<file path="src/rtl/landing_pkg.sv">
// -----------------------------------------------------------------------------
// landing_pkg
// Shared definitions for the landing-pad game logic.
//   - Pad geometry. The pad overlay stage draws from the same constants, so
//     what is drawn and what is hit-tested can never disagree.
//   - Port widths used by the landing_ctrl interface.
//   - Game FSM state encoding.
//   - pad_left(): left x of the selected pad.
// No ports (package).
// -----------------------------------------------------------------------------
package landing_pkg;

    // Port widths
    localparam int X_W     = 11;
    localparam int Y_W     = 11;
    localparam int VY_W    = 8;
    localparam int SCORE_W = 8;

    // Pad geometry. X values are 12 bits so that x + PAD_W cannot overflow.
    localparam logic [11:0] PAD1_X = 12'd10;
    localparam logic [11:0] PAD2_X = 12'd630;
    localparam logic [11:0] PAD_W  = 12'd115;
    localparam logic [10:0] PAD_Y  = 11'd560;

    // Game FSM state encoding
    typedef logic [1:0] state_t;
    localparam state_t IDLE   = 2'd0;
    localparam state_t ACTIVE = 2'd1;
    localparam state_t RESULT = 2'd2;

    // Left x of the active pad: sel = 0 -> pad 1, sel = 1 -> pad 2.
    function automatic logic [11:0] pad_left(input logic sel);
        return sel ? PAD2_X : PAD1_X;
    endfunction

endpackage

</file>
<file path="src/rtl/landing_ctrl_if.sv">
// -----------------------------------------------------------------------------
// landing_ctrl_if
// Bundles the game-control signals between the lander/timing logic and
// landing_ctrl.
//   slave  : landing_ctrl side (consumes vsync/start/lander state, drives
//            pad enables, target, pulses, busy and score)
//   master : stimulus/upstream side (the reverse directions)
// Signals:
//   vsync_in        1   vertical sync from the timing generator
//   start           1   one-cycle game start pulse
//   lander_x        11  lander horizontal centre
//   lander_y        11  lander bottom edge
//   lander_vy       8   signed vertical speed, positive = downward
//   landing1_enable 1   pad 1 visible
//   landing2_enable 1   pad 2 visible
//   target          1   active pad (0 = pad 1, 1 = pad 2)
//   success         1   one-cycle pulse on a good landing
//   crash           1   one-cycle pulse on a failed landing or timeout
//   busy            1   game in progress (state not IDLE)
//   score           8   successful landings, saturating
// -----------------------------------------------------------------------------
interface landing_ctrl_if;
    import landing_pkg::*;

    logic               vsync_in;
    logic               start;
    logic [X_W-1:0]     lander_x;
    logic [Y_W-1:0]     lander_y;
    logic [VY_W-1:0]    lander_vy;
    logic               landing1_enable;
    logic               landing2_enable;
    logic               target;
    logic               success;
    logic               crash;
    logic               busy;
    logic [SCORE_W-1:0] score;

    modport slave (
        input  vsync_in, start, lander_x, lander_y, lander_vy,
        output landing1_enable, landing2_enable, target, success, crash,
               busy, score
    );

    modport master (
        output vsync_in, start, lander_x, lander_y, lander_vy,
        input  landing1_enable, landing2_enable, target, success, crash,
               busy, score
    );

endinterface

</file>
<file path="src/rtl/landing_ctrl_frame_tick.sv">
// -----------------------------------------------------------------------------
// frame_tick
// Rising-edge detector on vsync. Produces a one-clk frame tick in the pixel
// clock domain.
// Ports:
//   clk       in   pixel clock
//   rst       in   asynchronous, active-high reset
//   vsync_in  in   vertical sync from the timing generator
//   tick      out  high for one clk on each vsync rising edge
// -----------------------------------------------------------------------------
module frame_tick (
    input  logic clk,
    input  logic rst,
    input  logic vsync_in,
    output logic tick
);

    logic r_vsync_q;

    // NOTE: sequential state is always assigned with <= so every flop samples
    // the pre-edge value of its neighbours regardless of statement order.
    always_ff @(posedge clk or posedge rst) begin
        if (rst) begin
            r_vsync_q <= 1'b0;
        end else begin
            r_vsync_q <= vsync_in;
        end
    end

    assign tick = vsync_in & ~r_vsync_q;

endmodule

</file>
<file path="src/rtl/landing_ctrl.sv">
// -----------------------------------------------------------------------------
// landing_ctrl
// Game-level sequencer for the landing-pad overlay stage. Picks a target pad
// per round, evaluates the lander once per frame (vsync rising edge), declares
// success or crash, blinks the pad after a good landing and keeps a score.
//
// Optional build macro: LANDING_TIMEOUT_EN
//   defined   : a round with no touch for TIMEOUT_FRAMES frames ends in crash.
//   undefined : ACTIVE waits indefinitely; the frame counter is not built.
//
// Parameters:
//   SAFE_VY         max downward speed (px/frame) for a safe landing
//   RESULT_FRAMES   frames spent in RESULT
//   BLINK_SHIFT     blink half-period = 2^BLINK_SHIFT frames
//   TIMEOUT_FRAMES  frames allowed per round (LANDING_TIMEOUT_EN only)
//
// Ports:
//   clk  in   pixel clock
//   rst  in   asynchronous, active-high reset
//   bus  slave modport of landing_ctrl_if (see that file for signal list)
// -----------------------------------------------------------------------------
module landing_ctrl
    import landing_pkg::*;
#(
    parameter int SAFE_VY       = 4,
    parameter int RESULT_FRAMES = 120,
    parameter int BLINK_SHIFT   = 3
`ifdef LANDING_TIMEOUT_EN
    ,
    parameter int TIMEOUT_FRAMES = 1800
`endif
) (
    input  logic           clk,
    input  logic           rst,
    landing_ctrl_if.slave  bus
);

    // res_cnt must reach RESULT_FRAMES-1 and must also own the blink bit.
    localparam int RES_CNT_W = ($clog2(RESULT_FRAMES) > BLINK_SHIFT) ?
                               $clog2(RESULT_FRAMES) : BLINK_SHIFT + 1;
    localparam logic [RES_CNT_W-1:0]   RES_LAST  = RES_CNT_W'(RESULT_FRAMES - 1);
    localparam logic signed [VY_W-1:0] SAFE_VY_S = VY_W'(SAFE_VY);

    // ---------------------------------------------------------------------
    // Registers
    // ---------------------------------------------------------------------
    state_t               r_state;
    logic                 r_target;
    logic                 r_res_ok;
    logic [RES_CNT_W-1:0] r_res_cnt;
    logic [SCORE_W-1:0]   r_score;
    logic                 r_success;
    logic                 r_crash;
`ifdef LANDING_TIMEOUT_EN
    localparam logic [10:0] FRAME_LAST = 11'(TIMEOUT_FRAMES - 1);
    logic [10:0]          r_frame_cnt;
`endif

    // ---------------------------------------------------------------------
    // Frame tick and landing evaluation
    // ---------------------------------------------------------------------
    logic        w_tick;
    logic        w_touch;
    logic        w_hit;
    logic        w_safe;
    logic [11:0] w_pad_x;
    logic [11:0] w_lx;
    logic        w_en1;
    logic        w_en2;

    frame_tick u_frame_tick (
        .clk      (clk),
        .rst      (rst),
        .vsync_in (bus.vsync_in),
        .tick     (w_tick)
    );

    // Hit-test at 12 bits: pad_x + PAD_W can exceed the 11-bit x range.
    assign w_lx    = {1'b0, bus.lander_x};
    assign w_pad_x = pad_left(r_target);
    assign w_hit   = (w_lx >= w_pad_x) && (w_lx < (w_pad_x + PAD_W));
    assign w_touch = (bus.lander_y >= PAD_Y);
    // Signed compare: any upward (negative) speed is safe.
    assign w_safe  = ($signed(bus.lander_vy) <= SAFE_VY_S);

    // ---------------------------------------------------------------------
    // Game FSM
    // ---------------------------------------------------------------------
    always_ff @(posedge clk or posedge rst) begin
        if (rst) begin
            r_state     <= IDLE;
            r_target    <= 1'b0;
            r_res_ok    <= 1'b0;
            r_res_cnt   <= '0;
            r_score     <= '0;
            r_success   <= 1'b0;
            r_crash     <= 1'b0;
`ifdef LANDING_TIMEOUT_EN
            r_frame_cnt <= '0;
`endif
        end else begin
            // Pulses default low so each lasts exactly one clk.
            r_success <= 1'b0;
            r_crash   <= 1'b0;

            case (r_state)
                IDLE: begin
                    if (bus.start) begin
                        r_score     <= '0;
                        r_target    <= 1'b0;
`ifdef LANDING_TIMEOUT_EN
                        r_frame_cnt <= '0;
`endif
                        r_state     <= ACTIVE;
                    end
                end

                ACTIVE: begin
                    if (w_tick) begin
                        // Touch is evaluated first so it wins over a
                        // timeout on the same tick.
                        if (w_touch) begin
                            r_res_cnt <= '0;
                            r_state   <= RESULT;
                            if (w_hit && w_safe) begin
                                r_success <= 1'b1;
                                r_res_ok  <= 1'b1;
                                if (r_score != {SCORE_W{1'b1}}) begin
                                    r_score <= r_score + 1'b1;
                                end
                            end else begin
                                r_crash  <= 1'b1;
                                r_res_ok <= 1'b0;
                            end
                        end
`ifdef LANDING_TIMEOUT_EN
                        else if (r_frame_cnt == FRAME_LAST) begin
                            r_crash   <= 1'b1;
                            r_res_ok  <= 1'b0;
                            r_res_cnt <= '0;
                            r_state   <= RESULT;
                        end else begin
                            r_frame_cnt <= r_frame_cnt + 1'b1;
                        end
`endif
                    end
                end

                RESULT: begin
                    if (w_tick) begin
                        if (r_res_cnt == RES_LAST) begin
                            r_res_cnt <= '0;
                            if (r_res_ok) begin
                                // Next round on the other pad.
                                r_target    <= ~r_target;
`ifdef LANDING_TIMEOUT_EN
                                r_frame_cnt <= '0;
`endif
                                r_state     <= ACTIVE;
                            end else begin
                                // Score stays visible until the next start.
                                r_state <= IDLE;
                            end
                        end else begin
                            r_res_cnt <= r_res_cnt + 1'b1;
                        end
                    end
                end

                default: r_state <= IDLE;
            endcase
        end
    end

    // ---------------------------------------------------------------------
    // Pad enables (decoded from registered state only)
    // ---------------------------------------------------------------------
    always_comb begin
        // NOTE: every output of this block is given a default first so no
        // path through the case leaves it unassigned (which would infer a latch).
        w_en1 = 1'b0;
        w_en2 = 1'b0;
        case (r_state)
            ACTIVE: begin
                w_en1 = ~r_target;
                w_en2 =  r_target;
            end
            RESULT: begin
                if (r_res_ok) begin
                    w_en1 = ~r_target & r_res_cnt[BLINK_SHIFT];
                    w_en2 =  r_target & r_res_cnt[BLINK_SHIFT];
                end
            end
            default: ;
        endcase
    end

    assign bus.landing1_enable = w_en1;
    assign bus.landing2_enable = w_en2;
    assign bus.target          = r_target;
    assign bus.success         = r_success;
    assign bus.crash           = r_crash;
    assign bus.busy            = (r_state != IDLE);
    assign bus.score           = r_score;

endmodule

</file>
<file path="src/flat_wrapper.sv">
// flat-port wrapper written by rule: the top's interface ports become plain ports
module landing_ctrl_flat import landing_pkg::*;
#(
    parameter int SAFE_VY       = 4,
    parameter int RESULT_FRAMES = 120,
    parameter int BLINK_SHIFT   = 3

)
  (clk, rst, bus_vsync_in, bus_start, bus_lander_x, bus_lander_y, bus_lander_vy, bus_landing1_enable, bus_landing2_enable, bus_target, bus_success, bus_crash, bus_busy, bus_score);
  landing_ctrl_if bus_i ();
  input  logic clk;
  input  logic rst;
  input wire logic [$bits(bus_i.vsync_in)-1:0] bus_vsync_in;
  input wire logic [$bits(bus_i.start)-1:0] bus_start;
  input wire logic [$bits(bus_i.lander_x)-1:0] bus_lander_x;
  input wire logic [$bits(bus_i.lander_y)-1:0] bus_lander_y;
  input wire logic [$bits(bus_i.lander_vy)-1:0] bus_lander_vy;
  output wire logic [$bits(bus_i.landing1_enable)-1:0] bus_landing1_enable;
  output wire logic [$bits(bus_i.landing2_enable)-1:0] bus_landing2_enable;
  output wire logic [$bits(bus_i.target)-1:0] bus_target;
  output wire logic [$bits(bus_i.success)-1:0] bus_success;
  output wire logic [$bits(bus_i.crash)-1:0] bus_crash;
  output wire logic [$bits(bus_i.busy)-1:0] bus_busy;
  output wire logic [$bits(bus_i.score)-1:0] bus_score;
  assign bus_i.vsync_in = bus_vsync_in;
  assign bus_i.start = bus_start;
  assign bus_i.lander_x = bus_lander_x;
  assign bus_i.lander_y = bus_lander_y;
  assign bus_i.lander_vy = bus_lander_vy;
  assign bus_landing1_enable = bus_i.landing1_enable;
  assign bus_landing2_enable = bus_i.landing2_enable;
  assign bus_target = bus_i.target;
  assign bus_success = bus_i.success;
  assign bus_crash = bus_i.crash;
  assign bus_busy = bus_i.busy;
  assign bus_score = bus_i.score;
  landing_ctrl #(.SAFE_VY(SAFE_VY), .RESULT_FRAMES(RESULT_FRAMES), .BLINK_SHIFT(BLINK_SHIFT)) u_core (.clk(clk), .rst(rst), .bus(bus_i));
endmodule
</file>
<file path="config.mk">
export PLATFORM = sky130hd
export DESIGN_NAME = landing_ctrl_flat
export DESIGN_NICKNAME = d
export VERILOG_FILES = /design/src/rtl/landing_pkg.sv /design/src/rtl/landing_ctrl_if.sv /design/src/rtl/landing_ctrl_frame_tick.sv /design/src/rtl/landing_ctrl.sv /design/src/flat_wrapper.sv
export SDC_FILE = /design/constraint.sdc
export NUM_CORES = 1
export LEC_CHECK = 0
export BUFFER_PORTS_ARGS = -buffer_cell sky130_fd_sc_hd__buf_2
export CORE_MARGIN = 4
export CORE_UTILIZATION = 44
export DETAILED_ROUTE_END_ITERATION = 12
export GPL_TIMING_DRIVEN = 0
export MAX_ROUTING_LAYER = met4
export PLACE_DENSITY = 0.76
export SLEW_MARGIN = 20
export SYNTH_ARGS = -nofsm -noshare
export SYNTH_HDL_FRONTEND = slang
export SYNTH_SLANG_ARGS = --single-unit
</file>
<file path="constraint.sdc">
create_clock -name clk -period 3.2 [get_ports clk]
set_clock_uncertainty 0.05 [all_clocks]
set_input_delay 0.64 -clock clk [delete_from_list [all_inputs] [get_ports clk]]
set_output_delay 0.64 -clock clk [all_outputs]
set_load 0.01 [all_outputs]
</file>
==> results.md, run 1 <==
- The detailed router placed 1531 vias in this run.
- The Yosys warning count is 0.
- The critical path's largest stage delay is about 440 ps.
- Once the clock tree was built, the resizer swapped 0 gates to a different size.
- Among all flip-flop cells after synthesis, the most frequent one is sky130_fd_sc_hd__dfrtp_1.
- The cell area after placement is 1870 um^2.
- Setup repair after global routing left no endpoint under its margin.
- The die span in y is slightly below 70 um.
- Cell internal power was estimated by the tool at 0.643 mW.
- For this design the total switching power over the nets is 0.442 mW.
- The total length of routed wires is about 3600 um.
- TritonCTS created 3 clock buffers.
- Post-CTS timing repair inserted 0 buffers for setup.
- The run finished with clean final reports.
- The max-slew violation total from the final report is 0.
- The first detailed-routing pass took 4 iterations.
- The cell count after synthesis is around 180.
- The worst pin sits at a relative slew slack of 44.6%.
- Detailed placement ended at an HPWL of between 2000 and 3000 um.
- The core footprint is between 3000 and 4000 um^2.
- The beginning of the worst hold path is bus_vsync_in.
- The residual overflow from global routing is 0.
- Entering global routing, the biggest net connects 23 pins.
- STA classifies the critical path endpoint as an output port.
- The most numerous cell on the critical path is sky130_fd_sc_hd__clkbuf_1.
- Clock-pin slew was measured on the worst setup and hold paths at roughly 130 ps.
- The number of antenna cells inserted is 0.
- The remaining antenna violation count is 0.
- The max capacitance violation total is 0.
- STA puts the critical path data arrival time at a little over 2000 ps.
- Cells with a size suffix above 1 make up 23.9% of the layout.
- The site row count is 21.
- Relative to the synthesized area, the layout overhead comes to 20.3%.
- Counting flops with an async set or reset pin after synthesis yields a share of 100%.
- TritonCTS built the clock tree.
- The beginning of the critical path is u_core.r_state[1].
- The power per unit of standard cell area is approximately 560 nW/um^2.
- The via count of the first global-routing pass is between 1000 and 1500.
- The part of the power in combinational logic is between 40% and 50%.
- The critical path goes through inv_1 -> ha_1 -> clkbuf_1 -> clkbuf_1 -> a21o_1 -> and3_1 -> buf_2.
- The beginning of the worst register-to-register path is u_core.bus.target.
- The number of antenna violations at the first check in global routing came to 0.
- The number of sinks handled by clock tree synthesis is 22.
- The slowest stage of the critical path belongs to the cell sky130_fd_sc_hd__dfrtp_1.
- At the end of routability-driven placement, the weighted congestion stood at 0.859.
- In the routed design, unresolved DRC markers number 0.
- The worst path setup slack after routing is between 400 and 500 ps.
- The number of levels the H-tree was split into is 1.
- The maximum resistive drop on vdd is around 0.00032 V.
- The final critical path takes up a little under nine tenths of the cycle.
- The total negative setup slack is 0 ps.
- For this run, the top clock speed supported by timing is approximately 0.36 GHz.
- between 40 and 50 I/O pins were placed.
- The fraction of power consumed by sequential logic is between 30% and 40%.
- Counting flops and latches in the post-synthesis netlist gives 22.
- The global-route total usage across every layer is between 10% and 20%.
- The actual transition at the worst max-transition pin is 830 ps.
- After synthesis the cells add up to 1600 um^2.
- The synthesized design contains 0 enable-type register cells.
- The starting DRC count in detailed routing is 94.
- The root buffer cell is sky130_fd_sc_hd__clkbuf_4.
- The share of the Yosys chip area taken by registers is around a third.
- STA puts the critical path data required time at approximately 2500 ps.
- Net switching is 40.7% of the power.
- The port buffer count is between 40 and 50.
- The critical path is of the register to output port type.
- In this run, distinct cell masters in the synthesized netlist total 48.
- The critical path startpoint category is a register.
- The clock network is responsible for about a fifth of the overall power.
- The vias per cell is between 5 and 6.
- In the final design database the tool counted 280 nets.
- The number of failing hold endpoints at the final stage is 0.
- In the final routed layout, each cell accounts on average for ~13 um.
- Together, buffers and inverters on the worst path number 4.
- The first global-routing pass estimated around 6000 um of wire.
- The analysis attributes to cell leakage a power of between 0.8 and 0.9 nW.
- The mean instance size in the synthesized netlist is 8.74 um^2.
- The worst-case setup slack after placement is around 530 ps.
- The commonest non-fill, non-tap cell in the layout is sky130_fd_sc_hd__buf_2.
- Counting every net in the synthesized netlist gives about 230.
- The min-delay analysis places its worst path in the category input port to register.
- Buffers inserted to repair hold after CTS numbered 0.
- The final cell area excluding filler cells is between 1500 and 2000 um^2.
- The overall die area is between 4000 and 5000 um^2.
- Counting along the longest clock path gives a buffer depth of 2.
- The initial cell density of the core is about 47%.
- For the worst-skew pair, the clock arrives at the later sink with an insertion delay of approximately 310 ps.
- In the layout the commonest cells are sky130_fd_sc_hd__buf_2 (43), sky130_fd_sc_hd__dfrtp_1 (22), sky130_fd_sc_hd__nand2_1 (20).
- The worst path needs roughly 2800 ps of the cycle, external delays included.
- Along the worst path, the maximum fanout reaches 10.
- The gate family responsible for the most delay along the worst path is buffers and inverters.
- From left edge to right edge, the die measures roughly 70 um.
- Setup violations remaining at the end of the flow were counted as 0.
[through the flow]
step / std cells / util [%] / hold slack, ps / power [mW]
4_1_cts: 276 / 56.3 / 396 / 1.09
6_report: 276 / 56.3 / 405 / 1.08
2_1_floorplan: 183 / - / 397 / 0.713
3_5_place_dp: 272 / 54.8 / 425 / 0.870
3_3_place_gp: 272 / 54.8 / 429 / 0.859
5_1_grt: 276 / 56.3 / 389 / 1.16
[Yosys cell counts (all sizes together) (3+ instances only)]
cell type	instances	area (um^2)
or4	5	37.5
o21ai	14	70.1
nand2	21	81.3
ha	15	188
or3	4	25.0
nand3	9	45.0
and2	3	18.8
inv	12	45.0
a21oi	7	35.0
nor2b	3	18.8
dfrtp	22	551
nor2	10	37.5
and3	3	23.8
or2	3	18.8
clkbuf	4	15.0
nor3	6	30.0
o211ai	6	45.0
a21o	3	22.5
[worst paths after layout]
| kind | to | slack [ps] | cells after the start |
|---|---|---|---|
| max reg2reg | u_core.bus.score[1] | 530 | 8 |
| min | u_core.u_frame_tick.r_vsync_q | 410 | 1 |
| max | bus_landing1_enable | 450 | 7 |
| min in group asynchronous | u_core.bus.success | 420 | 2 |
| max in group asynchronous | u_core.bus.score[6] | 2180 | 2 |
| min reg2reg | u_core.r_res_cnt[5] | 440 | 1 |
[power groups by stage]
stage,logic (mW),registers [mW],clock network [mW]
final,0.476,0.392,0.217
after CTS,0.476,0.391,0.220
after global placement,0.465,0.394,0
after detailed placement,0.474,0.396,0
after floorplan,0.317,0.396,0
after global routing,0.532,0.400,0.230
[worst reg2reg max path: stages (launching register included)]
cell,delay [ps]
sky130_fd_sc_hd__dfrtp_1,510
sky130_fd_sc_hd__inv_1,210
sky130_fd_sc_hd__ha_1,350
sky130_fd_sc_hd__a21o_1,180
sky130_fd_sc_hd__a211o_1,300
sky130_fd_sc_hd__o221ai_1,310
sky130_fd_sc_hd__clkbuf_1,360
sky130_fd_sc_hd__or3_1,200
sky130_fd_sc_hd__o211ai_1,80
[layout make-up]
cell class,instances,area [um^2]
Buffer,5,26.3
Clock buffer,3,22.5
Clock inverter,1,30.0
Fill cell,343,1490
Inverter,12,45.0
Multi-Input combinational cell,144,977
Sequential cell,22,551
Tap cell,46,57.6
Timing Repair Buffer,43,215
[sequential cells by signal, summed over array words and instances, names as in the netlist]
register and cells:
u_core.bus.crash 1, u_core.r_res_cnt 7, u_core.u_frame_tick.r_vsync_q 1, u_core.bus.target 1, u_core.bus.success 1, u_core.bus.score 8
u_core.r_res_ok 1, u_core.r_state 2
[layer usage]
metal / up-vias / global-route usage, % / share of wire [%]
met2: 51 / 27.8 / 46
met4: 0 / 5.21 / 1.2
li1: 776 / - / -
met3: 6 / 2.13 / 5.6
met5: - / - / 0
met1: 698 / 22.7 / 47
[logic make-up after synthesis]
family	count (synthesis)	synth area share, %
AOI/OAI and AO/OA	51	22.1
and+or+nand+nor	76	25.8
muxes	2	1.41
adders and majority gates	15	11.7
DFF	22	34.4
buffers and inverters	17	4.46
No activity file was read; power rests on OpenSTA's default activity.
==> run 2, diff against run 1 <==
Settings changed: ABC_AREA from default to 1, BUFFER_PORTS_ARGS -buffer_cell sky130_fd_sc_hd__buf_2 to -buffer_cell sky130_fd_sc_hd__buf_4, CTS_CLUSTER_SIZE from default to 20, PLACE_DENSITY 0.76 to 0.75.
==> results.md, run 2 <==
- After synthesis, the share of flip-flops with an asynchronous set or reset is 100%.
- Measured along the y axis, the die boundary spans around 70 um.
- Summing all placed instances gives a cell area of slightly above 2000 um^2.
- The static leakage is about 1.1 nW.
- Entering global routing, the biggest net connects 23 pins.
- The number of distinct library cells after synthesis is 33.
- Once detail routing completed, the nets flagged for antenna violations numbered 0.
- In the synthesized netlist, the number of instances is ~230.
- The critical path startpoint category is a register.
- By area the synthesized netlist is led by sky130_fd_sc_hd__dfrtp_1 (33%), sky130_fd_sc_hd__nand2_1 (13%), sky130_fd_sc_hd__ha_1 (11%).
- Cells with a size suffix above 1 make up 24.0% of the layout.
- The final clock period utilization by the worst path is 77.4%.
- Adding up every negative setup slack in the final design gives 0 ps.
- The vias per cell is slightly below 5.
- TritonCTS built the clock tree.
- The area share of the largest cell type after synthesis is around 33%.
- The flow ran to the end, and the final reports show no timing, DRC or antenna violations.
- For this run, design rule violations remaining after detail routing come to 0.
- Summing the sequential cell areas from Yosys gives ~33% of the chip area.
- The commonest register cell after synthesis is sky130_fd_sc_hd__dfrtp_1.
- The max-slew violation total from the final report came to 0.
- In the final design database the tool counted between 300 and 400 nets.
- The worst slew margin relative to its limit is a little over two fifths.
- Leaving out fill and tap cells, the most frequent cell in the layout is sky130_fd_sc_hd__nand2_1.
- The cell count after placement is 320.
- The data required time of the worst path is roughly 2500 ps.
- The Yosys step of the flow raised 0 warnings.
- Setup repair after global routing left no endpoint under its margin.
- The clock reaches the later pin of the worst-skew pair after 260 ps.
- Relative to the synthesized area, the layout overhead comes to 25.1%.
- After filler insertion, the fill cell instance count of the layout stands at about 380.
- At the end of routability-driven placement, the weighted congestion stood at about 0.80.
- Summed over all instances, the cell type with the most area after synthesis is sky130_fd_sc_hd__dfrtp_1.
- Averaged over all synthesized cells, the footprint is 7.38 um^2.
- Counting along the longest clock path gives a buffer depth of 2.
- The number of levels the H-tree was split into is 1.
- Counting flops with a built-in enable in the synthesized netlist gives 0.
- The signal arrival time at the worst endpoint is about 1800 ps.
- By count the netlist is led by sky130_fd_sc_hd__nand2_1 (58), sky130_fd_sc_hd__inv_1 (33), sky130_fd_sc_hd__nor2_1 (25), sky130_fd_sc_hd__dfrtp_1 (22), sky130_fd_sc_hd__nand3_1 (19).
- The setup violation total in the final timing report is 0.
- Pin placement for this block handled between 40 and 50 I/O pins.
- The critical-path maximum fanout is 10.
- The die covers 4890 um^2.
- STA classifies the critical path endpoint as an output port.
- The number of sinks handled by clock tree synthesis is 22.
- The first-pass iteration count of the detailed router is 4.
- The min-delay analysis places its worst path in the category register to register.
- The wire length of the first global-routing pass is between 6000 and 7000 um.
- By startpoint and endpoint, the worst setup path is classified as register to output port.
- The via count of the first global-routing pass came to about 1600.
- The port buffer count is 43.
- The number of antenna violations at the first check in global routing is 0.
- The number of flip-flops and latches in the synthesized netlist is 22.
- The residual overflow from global routing is 0.
- In the layout the commonest cells are sky130_fd_sc_hd__nand2_1 (58), sky130_fd_sc_hd__buf_4 (43), sky130_fd_sc_hd__inv_1 (33).
- The power per unit of standard cell area is 535 nW/um^2.
- The global-route total usage across every layer is ~16%.
- The core footprint is roughly 3700 um^2.
- The site row count is 22.
- The library cell with the highest instance count after synthesis is sky130_fd_sc_hd__nand2_1.
- The number of gates resized after CTS was 0.
- After clock tree synthesis, the clock-pin slew on the worst setup and hold paths is ~80 ps.
- Synthesis produced a netlist with a net count of around 280.
- The max capacitance violation total is 0.
- Once layout is done, the placed cells without fillers occupy 2110 um^2.
- The initial cell density of the core is between 40 and 50%.
- The finished layout holds around 320 standard cells, fillers aside.
- In this run, the number of DRC markers left after iteration 0 of detailed routing was between 70 and 80.
- For this design, the CTS-stage hold fixing added 0 buffers.
- The number of antenna diodes in the final layout is 0.
- The final critical delay including setup and external delays is 2480 ps.
- The average wire length per cell after detail routing is between 10 and 15 um.
- The total setup buffers inserted after CTS is 0.
- The number of vias after detailed routing is approximately 1600.
- The design draws about 1.1 mW.
- The detailed placement HPWL is 2910 um.
- The die extent in x is 70.0 um.
- For the pin with the worst max-slew slack, the measured transition is around 850 ps.
- VDD sags by at most about 0.00018 V.
- In this run, CTS created clock tree buffers numbering 3.
- The number of failing hold endpoints at the final stage is 0.
- Based on the critical path, the design can be clocked at up to roughly 0.40 GHz.
- For this block, the routed nets add up to 3580 um of wire.
- The root buffer cell is sky130_fd_sc_hd__clkbuf_8.
- Cells fill between 50% and 60% of the core in the end.
- The cell area that synthesis handed to floorplanning was between 1500 and 2000 um^2.
- The register with the most flip-flops in the layout has 8 of them.
run 2: cell count changes in the layout (fill, tap and decap cells not counted), sizes merged, moves of 4 or more:
cell | previous run | this run
nand3 | 9 | 24
clkbuf | 7 | 3
o21ai | 14 | 10
nor2 | 10 | 29
or3 | 4 | 0
nand2 | 21 | 61
o211ai | 6 | 0
xor2 | 0 | 4
inv | 12 | 36
or4 | 5 | 0
nand4 | 1 | 7
run 2: area by class of cell:
class | instances | area (um^2) | area share [%]
flip-flops and latches | 22 | 551 | 26.1
well taps | 48 | 60.1 | 2.84
inverters | 36 | 140 | 6.63
plain buffers | 2 | 16.3 | 0.770
repair buffers | 43 | 323 | 15.3
clock buffers | 3 | 41.3 | 1.95
multi-input cells | 169 | 982 | 46.5
run 2: logic make-up after synthesis:
kind of cell             after synthesis  share of synthesized area, %
AND/OR/NAND/NOR                      130                          38.1
buffers and inverters                 38                          9.26
flip-flops                            22                          32.6
AO/OA/AOI/OAI                         19                          6.30
adder cells (fa/ha/maj)               15                          11.1
XOR/XNOR                               5                          2.59
run 2: routing by layer:
metal | global-route usage, % | up-vias | wire, um
met2 | 27.4 | 34 | 1710
li1 | - | 823 | -
met1 | 19.9 | 714 | 1670
met3 | 2.59 | 4 | 153
met4 | 5.11 | 0 | 44
met5 | - | - | 0
run 2: final timing paths:
kind                              startpoint                   to  slack (ps)  depth (start not counted)
max                        u_core.r_state[0]  bus_landing1_enable         720                          8
min                          u_core.r_res_ok      u_core.r_res_ok         440                          2
max reg2reg                u_core.bus.target  u_core.bus.score[1]        1160                         11
min reg2reg                  u_core.r_res_ok      u_core.r_res_ok         440                          2
max in group asynchronous                rst  u_core.bus.score[7]        2070                          2
min in group asynchronous                rst  u_core.bus.score[5]         500                          2
run 2: worst max-delay path: stages, from the launching register on:
cell                      delay [ps]
sky130_fd_sc_hd__dfrtp_1         410
sky130_fd_sc_hd__inv_1           100
sky130_fd_sc_hd__ha_1            200
sky130_fd_sc_hd__buf_2           230
sky130_fd_sc_hd__nand2_1         110
sky130_fd_sc_hd__o21ai_0         160
sky130_fd_sc_hd__nand2_1          90
sky130_fd_sc_hd__nor2_1           90
sky130_fd_sc_hd__buf_4           120
run 2: power breakdown:
| part | internal (mW) | total [mW] | switching (mW) |
|---|---|---|---|
| Combinational | 0.229 | 0.594 | 0.365 |
| Clock | 0.0839 | 0.169 | 0.0850 |
| Sequential | 0.322 | 0.367 | 0.0448 |
| Total | 0.635 | 1.13 | 0.494 |
run 2: per-stage QoR:
step	hold WS [ps]	setup WS, ps
2_1_floorplan	403	1240
3_3_place_gp	419	1030
3_5_place_dp	425	1010
4_1_cts	445	716
5_1_grt	439	558
6_report	440	723
==> run 3, diff against run 2 <==
Clock period 3.2 ns to 2.48 ns, I/O delays scaled along.
==> results.md, run 3 (synthesized netlist as in run 2, its figures left out) <==
- The worst hold path belongs to the class input port to register.
- The share of layout cells above drive strength 1 is 24.0%.
- The share of total power dissipated in the clock network is about 15%.
- The maximum resistive drop on vdd is 0.000237 V.
- CTS saw 22 sinks.
- From left edge to right edge, the die measures about 70 um.
- The region available for standard cell placement spans 3690 um^2.
- Setup violations remaining at the end of the flow were counted as 0.
- The clock passes through at most 2 buffers.
- After detailed placement, the total cell area comes to about 2100 um^2.
- The worst path setup slack after routing is between 150 and 200 ps.
- After layout, the minimum clock period comes to 2300 ps.
- The first global-routing pass estimated between 6000 and 7000 um of wire.
- At the pin with the least slew margin, the transition time is approximately 850 ps.
- Entering global routing, the biggest net connects 23 pins.
- From bottom edge to top edge, the die measures about 70 um.
- In this run the number of H-tree levels came out at 1.
- The final clock period utilization by the worst path is just over 90%.
- Summed over all cells, the static leakage comes to 1.12 nW.
- For this design the top-level I/O count stands at between 40 and 50.
- Before CTS, the worst setup slack after placement is about 430 ps.
- The starting DRC count in detailed routing is 79.
- The final total power is ~1.5 mW.
- The residual overflow from global routing is 0.
- The endpoint kind of the worst setup timing path is an output port.
- The root buffer cell is sky130_fd_sc_hd__clkbuf_8.
- The switching part of the total power is a little over two fifths.
- Leaving out fill and tap cells, the most frequent cells in the layout are sky130_fd_sc_hd__nand2_1 (58), sky130_fd_sc_hd__buf_4 (43), sky130_fd_sc_hd__inv_1 (33).
- The overall die area is about 4900 um^2.
- For this run, the number of standard cells in the final layout without fillers is 323.
- The run finished with clean final reports.
- The number of vias after detailed routing is ~1600.
- Combinational cells account for a little over half of the total power.
- The final weighted congestion in routability-driven placement is between 0.8 and 0.9.
- The number of placed instances, taps included, is 320.
- The max-slew violation total from the final report is 0.
- The initial utilization of the core area, before any placement, comes to 45.8%.
- The timing-limited maximum frequency is roughly 0.43 GHz.
- The later-pin clock latency in the skew report is ~260 ps.
- The critical path startpoint category is a register.
- The DRC violation count after routing is 0.
- At the worst endpoint, the arrival time is between 1500 and 2000 ps.
- The fraction of power consumed by sequential logic is roughly a third.
- In this run the register-to-register setup slack is between 400 and 500 ps.
- The reported net switching power is 0.638 mW.
- After clock tree synthesis, the clock-pin slew on the worst setup and hold paths is 80 ps.
- The detailed placement HPWL is between 2000 and 3000 um.
- For the final routed database, the setup TNS stands at 0 ps.
- Fill cells in the final layout number 377.
- During placement, the flow inserted port buffers numbering 43.
- The detail route stage leaves a number of antenna-violating nets equal to 0.
- The tightest hold margin is slightly above 300 ps.
- The number of failing hold endpoints at the final stage is 0.
- After detailed routing, the average wire length per cell comes to 11.1 um.
- Dividing total power by cell area gives a power density of between 600 and 700 nW/um^2.
- The number of antenna cells inserted is 0.
- The site row count is 22.
- The number of buffers created by CTS is 3.
- The internal cell power is between 0.8 and 0.9 mW.
- The worst slew margin relative to its limit is roughly 44%.
- Using the TritonRoute via totals, the vias-per-cell ratio works out to between 4 and 5.
- After routing the design area is between 2000 and 2500 um^2.
- The final cell utilization of the core is approximately 57%.
- The CTS tree is built.
- Compared with the post-synthesis result, the final layout area differs by 25.3%.
- The total number of nets in the final design is between 300 and 400.
- Wires add up to ~3600 um.
- The data required time of the worst path is 1930 ps.
- The commonest non-fill, non-tap cell in the layout is sky130_fd_sc_hd__nand2_1.
- The global-route total usage across every layer is 16.2%.
- The number of antenna violations at the first check in global routing is 0.
- The via count of the first global-routing pass is 1555.
- The tool flagged a number of max-cap violations equal to 0.
- Setup repair after global routing left no endpoint under its margin.
- Of all nets on the critical path, the largest fanout is 10.
- The first-pass iteration count of the detailed router is 4.
- The number of setup buffers added after CTS is 0.
- The flip-flop count of the largest register, all copies and words added is 8.
- The critical path is of the register to output port type.
run 3: cell count changes in the layout (fill, tap and decap cells not counted):
cell and change:
sky130_fd_sc_hd__clkbuf_4 +1, sky130_fd_sc_hd__buf_2 -1
run 3: power by group through the flow:
stage | clock network, mW | logic, mW | registers (mW)
4_1_cts | 0.228 | 0.776 | 0.473
3_3_place_gp | 0 | 0.756 | 0.477
3_5_place_dp | 0 | 0.771 | 0.480
5_1_grt | 0.247 | 0.870 | 0.481
2_1_floorplan | 0 | 0.537 | 0.478
6_report | 0.218 | 0.769 | 0.473
run 3: cell type report:
type / instances / area (um^2) / area share [%]
Clock buffer: 3 / 41.3 / 1.95
Tap cell: 48 / 60.1 / 2.84
Timing Repair Buffer: 43 / 323 / 15.3
Inverter: 36 / 140 / 6.62
Buffer: 2 / 18.8 / 0.887
Sequential cell: 22 / 551 / 26.0
Multi-Input combinational cell: 169 / 982 / 46.4
run 3: worst max-delay path: stages, from the launching register on:
cell                       delay [ps]
sky130_fd_sc_hd__dfrtp_1          410
sky130_fd_sc_hd__inv_1            100
sky130_fd_sc_hd__ha_1             200
sky130_fd_sc_hd__clkbuf_4         220
sky130_fd_sc_hd__nand2_1          100
sky130_fd_sc_hd__o21ai_0          160
sky130_fd_sc_hd__nand2_1           90
sky130_fd_sc_hd__nor2_1            90
sky130_fd_sc_hd__buf_4            120
run 3: what timing repair did:
action,4_1_cts,5_1_grt
hold endpoints to repair,0,0
resized for setup,0,1
endpoints found under the setup margin,0,2
hold buffers,0,0
run 3: metal layers:
| layer | routed length (um) | track usage (%) | vias up |
|---|---|---|---|
| li1 | - | - | 823 |
| met1 | 1670 | 19.9 | 714 |
| met2 | 1710 | 27.4 | 34 |
| met3 | 153 | 2.59 | 4 |
| met4 | 44 | 5.11 | 0 |
| met5 | 0 | - | - |
run 3: final timing paths:
path	startpoint	end	cells past startpoint
min in group asynchronous	rst	u_core.bus.score[5]	2
setup reg to reg	u_core.bus.target	u_core.bus.score[1]	11
hold / removal	bus_vsync_in	u_core.u_frame_tick.r_vsync_q	1
setup / recovery	u_core.r_state[0]	bus_landing1_enable	8
max in group asynchronous	rst	u_core.bus.score[7]	2
hold reg to reg	u_core.r_res_ok	u_core.r_res_ok	2
